$ cat config.mk
export PLATFORM = sky130hd
export DESIGN_NAME = non_restoring_division_result_stage
export DESIGN_NICKNAME = d
export VERILOG_FILES = /design/src/rtl/non_restoring_division_result_stage.sv
export SDC_FILE = /design/constraint.sdc
export NUM_CORES = 1
export LEC_CHECK = 0
export ABC_AREA = 0
export CAP_MARGIN = 20
export CORE_ASPECT_RATIO = 0.7
export CORE_MARGIN = 2
export CORE_UTILIZATION = 45
export CTS_BUF_LIST = sky130_fd_sc_hd__clkbuf_2
export DETAILED_ROUTE_END_ITERATION = 7
export MAX_ROUTING_LAYER = met4
export PLACE_DENSITY = 0.82
export SETUP_SLACK_MARGIN = 0.02
export SLEW_MARGIN = 20
export SYNTH_ARGS = -nofsm -noshare
export SYNTH_HDL_FRONTEND = slang
export SYNTH_SLANG_ARGS = --single-unit
$ cat constraint.sdc
create_clock -name clk -period 3.9 [get_ports clk]
set_input_delay 0.585 -clock clk [delete_from_list [all_inputs] [get_ports clk]]
set_output_delay 0.585 -clock clk [all_outputs]
set_load 0.02 [all_outputs]
$ cat src/rtl/non_restoring_division_result_stage.sv
// non_restoring_division_result_stage
//
// Final stage of the non-restoring divider. It accepts the raw partial
// remainder A and quotient magnitude Q once the iteration loop has finished.
// It then applies the closing remainder correction, restores the signs for
// signed division, flags divide-by-zero and the signed overflow case, and
// holds the registered result until the consumer takes it.
//
// Ports:
//   clk, rst          clock, synchronous active-high reset
//   raw_valid/ready   handshake from the divider core (ready only in IDLE)
//   raw_A             final partial remainder, N+1 bits, two's complement
//   raw_Q             unsigned quotient magnitude
//   divisor_mag       unsigned divisor magnitude M
//   dividend_in       original dividend (returned as remainder on /0)
//   signed_mode       1 = signed division
//   dividend_sign     sign of original dividend (signed mode only)
//   divisor_sign      sign of original divisor (signed mode only)
//   result_valid/ready handshake toward the consumer
//   quotient, remainder, div_by_zero, overflow   registered results
//   busy              high whenever the stage is not IDLE
module non_restoring_division_result_stage #(
    parameter int N = 8
) (
    input  logic         clk,
    input  logic         rst,
    input  logic         raw_valid,
    output logic         raw_ready,
    input  logic [N:0]   raw_A,
    input  logic [N-1:0] raw_Q,
    input  logic [N-1:0] divisor_mag,
    input  logic [N-1:0] dividend_in,
    input  logic         signed_mode,
    input  logic         dividend_sign,
    input  logic         divisor_sign,
    output logic         result_valid,
    input  logic         result_ready,
    output logic [N-1:0] quotient,
    output logic [N-1:0] remainder,
    output logic         div_by_zero,
    output logic         overflow,
    output logic         busy
);

    localparam logic [1:0] IDLE    = 2'd0;
    localparam logic [1:0] CORRECT = 2'd1;
    localparam logic [1:0] SIGN    = 2'd2;
    localparam logic [1:0] OUT     = 2'd3;

    localparam logic [N-1:0] ONE      = {{(N-1){1'b0}}, 1'b1};
    localparam logic [N-1:0] MOST_NEG = {1'b1, {(N-1){1'b0}}};

    // Two's complement negation modulo 2^N.
    function automatic logic [N-1:0] negate(input logic [N-1:0] v);
        return (~v) + ONE;
    endfunction

    // A negative final partial remainder is one divisor short of the true
    // remainder; add M back (modulo 2^(N+1)) and keep the low N bits.
    function automatic logic [N-1:0] fix_remainder(input logic [N:0] a,
                                                   input logic [N-1:0] m);
        logic [N:0] sum;
        sum = a + {1'b0, m};
        return a[N] ? sum[N-1:0] : a[N-1:0];
    endfunction

    logic [1:0]   state;

    // Captured raw result and operand context
    logic [N:0]   a_cap;
    logic [N-1:0] q_cap;
    logic [N-1:0] m_cap;
    logic [N-1:0] dividend_cap;
    logic         smode_cap;
    logic         dsign_cap;
    logic         vsign_cap;

    // Corrected magnitudes
    logic [N-1:0] rem_reg;
    logic [N-1:0] q_reg;
    logic         dbz_reg;

    // Sign-stage results
    logic [N-1:0] q_next;
    logic [N-1:0] r_next;
    logic         dbz_next;
    logic         ovf_next;

    assign raw_ready    = (state == IDLE);
    assign busy         = (state != IDLE);
    assign result_valid = (state == OUT);

    // Result selection, first matching case wins; divide-by-zero overrides
    // everything, and the overflow case also pins the remainder to zero.
    always_comb begin
        q_next   = q_reg;
        r_next   = (smode_cap && dsign_cap) ? negate(rem_reg) : rem_reg;
        dbz_next = 1'b0;
        ovf_next = 1'b0;
        if (dbz_reg) begin
            q_next   = '1;
            r_next   = dividend_cap;
            dbz_next = 1'b1;
        end else if (smode_cap && (dsign_cap != vsign_cap)) begin
            q_next = negate(q_reg);
        end else if (smode_cap && (q_reg == MOST_NEG)) begin
            q_next   = MOST_NEG;
            r_next   = '0;
            ovf_next = 1'b1;
        end
    end

    always_ff @(posedge clk) begin
        if (rst) begin
            state       <= IDLE;
            quotient    <= '0;
            remainder   <= '0;
            div_by_zero <= 1'b0;
            overflow    <= 1'b0;
            dbz_reg     <= 1'b0;
        end else begin
            case (state)
                // IDLE -> CORRECT: capture the raw core result
                IDLE: begin
                    if (raw_valid) begin
                        a_cap        <= raw_A;
                        q_cap        <= raw_Q;
                        m_cap        <= divisor_mag;
                        dividend_cap <= dividend_in;
                        smode_cap    <= signed_mode;
                        dsign_cap    <= dividend_sign;
                        vsign_cap    <= divisor_sign;
                        state        <= CORRECT;
                    end
                end
                // CORRECT -> SIGN: remainder correction, zero-divisor detect
                CORRECT: begin
                    q_reg   <= q_cap;
                    dbz_reg <= (m_cap == '0);
                    rem_reg <= (m_cap == '0) ? a_cap[N-1:0]
                                             : fix_remainder(a_cap, m_cap);
                    state   <= SIGN;
                end
                // SIGN -> OUT: register final results
                SIGN: begin
                    quotient    <= q_next;
                    remainder   <= r_next;
                    div_by_zero <= dbz_next;
                    overflow    <= ovf_next;
                    state       <= OUT;
                end
                // OUT -> IDLE: hold until the consumer accepts
                OUT: begin
                    if (result_ready) begin
                        div_by_zero <= 1'b0;
                        overflow    <= 1'b0;
                        state       <= IDLE;
                    end
                end
                default: state <= IDLE;
            endcase
        end
    end

endmodule

==> flow_metrics.env, run 1 <==
export IMPL_netlist_area_leader_share_pct=48.9
export IMPL_slowest_stage="clkdlybuf4s50_1"
export IMPL_vias=2173
export IMPL_period_needed_ps=2550
export IMPL_fillers=576
export IMPL_outcome="complete, no violations"
export IMPL_ioPinCount=61
export IMPL_max_slew_worst_pin_slew_ps=582
export IMPL_critPathMaxFanout=4
export IMPL_power_total_mw=2.28
export IMPL_synth_top_cell_by_area="edfxtp_1"
export IMPL_drtPass1Iterations=4
export IMPL_ys_types=41
export IMPL_cts_root_buf="clkbuf_2"
export IMPL_setup_slack_ps=1350
export IMPL_grt_max_degree=37
export IMPL_die_y_um=74.5
export IMPL_slew_viol_final=0
export IMPL_drive_gt1_share_pct=8.26
export IMPL_crit_chain="inv_1, ha_1, inv_1, clkdlybuf4s50_1"
export IMPL_synth_area_mm2=0.00319
export IMPL_via_per_inst=5.16
export IMPL_dp_hpwl_mm=4.53
export IMPL_core_mm2=0.00682
export IMPL_synth_flop_cell="edfxtp_1"
export IMPL_path_clk_slew_ps=190
export IMPL_powerDensity_mw_per_mm2=569
export IMPL_post_cts_buffers=0
export IMPL_row_count=25
export IMPL_dieArea_mm2=0.00779
export IMPL_start_util_pct=46.8
export IMPL_rsz0062_at_grt="false"
export IMPL_finalCritPeriodShare_pct=65.5
export IMPL_diodes=0
export IMPL_synth_area_per_cell_um2=12.5
export IMPL_antenna_left=0
export IMPL_regArea_mm2=0.00198
export IMPL_totalNegativeSetupSlack_ps=0
export IMPL_gr_total_overflow=0
export IMPL_endpoint_kind="output port"
export IMPL_ys_async_sr_fraction_pct=0
export IMPL_grt_pass1_vias=2135
export IMPL_synth_warnings=0
export IMPL_grt_pass1_wl_mm=10.0
export IMPL_clock_skew_final_ps=15.5
export IMPL_h_tree_depth=3
export IMPL_grt_usage_pct=17.5
export IMPL_pre_cts_slack_ps=1730
export IMPL_hold_class="reg2reg"
export IMPL_max_freq_mhz=392
export IMPL_fp_dieW_um=105
export IMPL_ir_worst_vdd_v=0.000243
export IMPL_antenna_found_initial=0
export IMPL_cp_common_cell="inv_1"
export IMPL_synth_area_leaders="edfxtp_1, dfxtp_1, ha_1"
export IMPL_nets=376
export IMPL_seq_area_frac_synth_pct=62.1
export IMPL_synth_nets=310
export IMPL_largest_reg_flops=9
export IMPL_cts_tree="built"
export IMPL_crit_path_start_kind="register"
export IMPL_leakage_nw=1.41
export IMPL_synthTopCellsByCount="edfxtp_1, nor2_1, dfxtp_1, inv_1"
export IMPL_setup_violations=0
export IMPL_cts_buffers=9
export IMPL_slowest_delay_ps=620
export IMPL_wl_mm=6.06
export IMPL_wl_per_cell_um=14.4
export IMPL_hold_buffers=0
export IMPL_yosys_cell_count_top_type="edfxtp_1"
export IMPL_multi_input_area_mm2=0.00113
export IMPL_critPathArrivalTime_ps=1970
export IMPL_portBuffers=60
export IMPL_fin_util_pct=58.6
export IMPL_ys_ff_latch=73
export IMPL_synth_edff_count=52
export IMPL_maxCapViolCount=0
export IMPL_max_slew_margin_rel_pct=61.2
export IMPL_top_register="a_cap"
export IMPL_drc=0
export IMPL_clkSinkCount=73
export IMPL_place_congestion=0.940
export IMPL_finalHoldViolCount=0
export IMPL_required_ps=3310
export IMPL_clock_latency_ps=490
export IMPL_clock_path_buffers=2
export IMPL_syn_inst=256
export IMPL_syn_to_final_growth_pct=25.3
export IMPL_post_cts_resized=0
export IMPL_critPathKind="reg2out"
export IMPL_drt_initial_drc_count=75
metrics by stage:
stage / std cells / instance area (um2) / hold WS [ps]
5_1_grt: 421 / 4000 / 471
4_1_cts: 421 / 4000 / 452
6_report: 421 / 4000 / 448
3_3_place_gp: 405 / 3910 / 403
3_5_place_dp: 405 / 3910 / 408
2_1_floorplan: 256 / 3200 / 400
area by class of cell:
type	count	share of cell area (%)
Clock buffer	11	1.38
Sequential cell	73	49.6
Timing Repair Buffer	63	15.6
Tap cell	94	2.94
Clock inverter	5	0.782
Multi-Input combinational cell	160	28.3
Inverter	15	1.41
report_power, final:
part,switching [mW],leakage (nW),internal (mW)
logic,0.442,0.701,0.368
registers,0.107,0.651,1.02
clock network,0.252,0.0536,0.0871
final timing paths:
kind	startpoint	to	slack, ps	cells past startpoint
min reg2reg	q_cap[7]	q_reg[7]	450	0
min	q_cap[7]	q_reg[7]	450	0
max reg2reg	m_cap[1]	rem_reg[0]	1800	3
max	state[0]	busy	1350	4
logic make-up (layout without fill, tap and decap cells):
logic type                 count (synthesis)  in the layout  synth area share [%]
adders and majority gates                 14             14                  5.72
and+or+nand+nor                           68             68                  10.5
buffers and inverters                     23             94                  2.82
AOI/OAI and AO/OA                         57             57                  12.7
muxes                                      3              3                  1.02
DFF                                       73             73                  62.1
xor gates and xnor gates                  18             18                  5.17
critical path, delay by kind of cell (launching register included):
family / cells / cell delay, ps
DFF: 1 / 430
buffers and inverters: 3 / 830
adders and majority gates: 1 / 240
routing by layer:
metal	part of all wire [%]	track usage, %	vias up
li1	-	-	1085
met1	48	22.2	989
met2	43	26.1	86
met3	7.6	6.22	13
met4	1.6	6.81	0
met5	0	-	-
cell usage in the layout (no fill, tap or decap), types with 3 or more instances in the layout:
master	n
clkdlybuf4s50_1	60
edfxtp_1	52
nor2_1	26
dfxtp_1	21
inv_1	15
nand2_1	14
a21oi_1	14
ha_1	12
clkbuf_2	11
a211oi_1	10
nor3_1	10
xor2_1	9
a22oi_1	9
xnor2_1	8
a311oi_1	7
o21ai_1	5
nor2b_1	3
nand3_1	3
o21ai_0	3
buf_4	3
No activity file was read; power rests on OpenSTA's default activity.
==> run 2, diff against run 1 <==
PLACE_DENSITY = 0.8   (was 0.82)
clock period = 2.35 ns   (was 3.9 ns; I/O delays follow)
==> run 2 against run 1 <==
Setup slack worse by 1200 ps. Register-to-register slack worse by 1500 ps. Clock skew up 11 ps. Routed wire length down 0.96%. Sequential share of layout area down 0.72 points. Combinational power up 67%. Final area up 1.5%. Hold slack worse by 68 ps. Critical path depth down 1. Largest cell class unchanged. Largest power group unchanged.
==> flow_metrics.env, run 2 (same netlist as run 1, synthesis figures left out) <==
export IMPL_finalHoldViolCount=0
export IMPL_core_mm2=0.00682
export IMPL_gr_total_overflow=0
export IMPL_clock_skew_final_ps=26.3
export IMPL_whs_path_depth=1
export IMPL_maxCapViolCount=0
export IMPL_post_cts_resized=1
export IMPL_outcome="complete, no violations"
export IMPL_power_total_mw=3.90
export IMPL_diodes=0
export IMPL_nets=379
export IMPL_path_clk_slew_ps=210
export IMPL_row_count=25
export IMPL_antenna_left=0
export IMPL_hold_buffers=0
export IMPL_setup_slack_ps=184
export IMPL_path_buf_inv=2
export IMPL_whs_ps=380
export IMPL_endpoint_kind="output port"
export IMPL_fin_util_pct=59.5
export IMPL_slowest_stage="clkdlybuf4s50_1"
export IMPL_h_tree_depth=3
export IMPL_portBuffers=60
export IMPL_critPathKind="reg2out"
export IMPL_post_cts_buffers=0
export IMPL_via_per_inst=5.09
export IMPL_instances_no_fill=424
export IMPL_period_needed_ps=2170
export IMPL_syn_to_final_growth_pct=27.1
export IMPL_dieArea_mm2=0.00779
export IMPL_r2r_cells=6
export IMPL_powerDensity_mw_per_mm2=962
export IMPL_drtPass1Iterations=4
export IMPL_finalCritPeriodShare_pct=92.2
export IMPL_critical_path_top_delay_family="buffers and inverters"
export IMPL_max_slew_worst_pin_slew_ps=545
export IMPL_dpl_cell_area_mm2=0.00395
export IMPL_leakage_nw=1.45
export IMPL_grt_usage_pct=17.0
export IMPL_stdcell_area_mm2=0.00406
export IMPL_clock_path_buffers=2
export IMPL_hold_class="in2reg"
export IMPL_grt_pass1_wl_mm=9.67
export IMPL_critPathArrivalTime_ps=1810
export IMPL_slew_viol_final=0
export IMPL_grt_pass1_vias=2018
export IMPL_start_util_pct=46.8
export IMPL_final_common_cell="clkdlybuf4s50_1"
export IMPL_vias=2160
export IMPL_required_ps=2000
export IMPL_fp_dieW_um=105
export IMPL_cts_root_buf="clkbuf_2"
export IMPL_critPathMaxFanout=4
export IMPL_cts_buffers=9
export IMPL_ioPinCount=61
export IMPL_cts_tree="built"
export IMPL_drt_initial_drc_count=106
export IMPL_dp_hpwl_mm=4.55
export IMPL_crit_path_start_kind="register"
export IMPL_top_register="a_cap"
export IMPL_drive_gt1_share_pct=8.79
export IMPL_pre_cts_slack_ps=351
export IMPL_layout_common_cells="clkdlybuf4s50_1, edfxtp_1, nor2_1"
export IMPL_wl_mm=6.00
export IMPL_clock_latency_ps=490
export IMPL_slowest_delay_ps=620
export IMPL_largest_reg_flops=9
export IMPL_wl_per_cell_um=14.1
export IMPL_max_slew_margin_rel_pct=63.6
export IMPL_die_y_um=74.5
export IMPL_crit_chain="inv_1, ha_1, clkdlybuf4s50_1"
export IMPL_setup_violations=0
export IMPL_clkSinkCount=73
export IMPL_worstSetupPathDepth=3
export IMPL_ir_worst_vdd_v=0.000464
export IMPL_place_congestion=0.896
export IMPL_rsz0062_at_grt="false"
export IMPL_grt_max_degree=37
export IMPL_totalNegativeSetupSlack_ps=0
export IMPL_max_freq_mhz=462
export IMPL_dp_cells=408
export IMPL_antenna_found_initial=0
export IMPL_drc=0
[run 2: area by class of cell]
cell class                 instances  area (um2)
fill                             589        2760
sequential                        73        1980
multi-input combinational        160        1130
timing repair buffer              66         657
tap                               94         118
clock inverter                     7        68.8
inverter                          15        56.3
clock buffer                       9        45.0
[run 2: where the power goes]
| part | switching, mW | internal (mW) | total [mW] |
|---|---|---|---|
| registers | 0.175 | 1.69 | 1.87 |
| clock network | 0.442 | 0.247 | 0.690 |
| logic | 0.727 | 0.620 | 1.35 |
| total | 1.34 | 2.56 | 3.90 |
[run 2: per-layer routing]
metal  GRT usage [%]  wire length (um)  vias to the layer above  share of wire (%)
met5               -                 0                        -                  0
met4            5.33                19                        0               0.32
met3            5.61               434                        2                7.2
met2            25.3              2680                       77                 45
met1            22.3              2860                      998                 48
li1                -                 -                     1083                  -
[run 2: worst reg2reg max path, cell delays in order (launching register included)]
cell and delay (ps):
edfxtp_1 440, ha_1 360, a21oi_1 240, a211oi_1 130
o21ai_0 150, or3b_1 370, xnor2_1 130
[run 2: path summary, 6_finish.rpt]
check | from | slack (ps) | endpoint
worst min register to register | q_cap[0] | 440 | q_reg[0]
worst max register to register | a_cap[2] | 330 | rem_reg[7]
worst min-delay path | signed_mode | 380 | smode_cap
worst max-delay path | state[0] | 180 | raw_ready
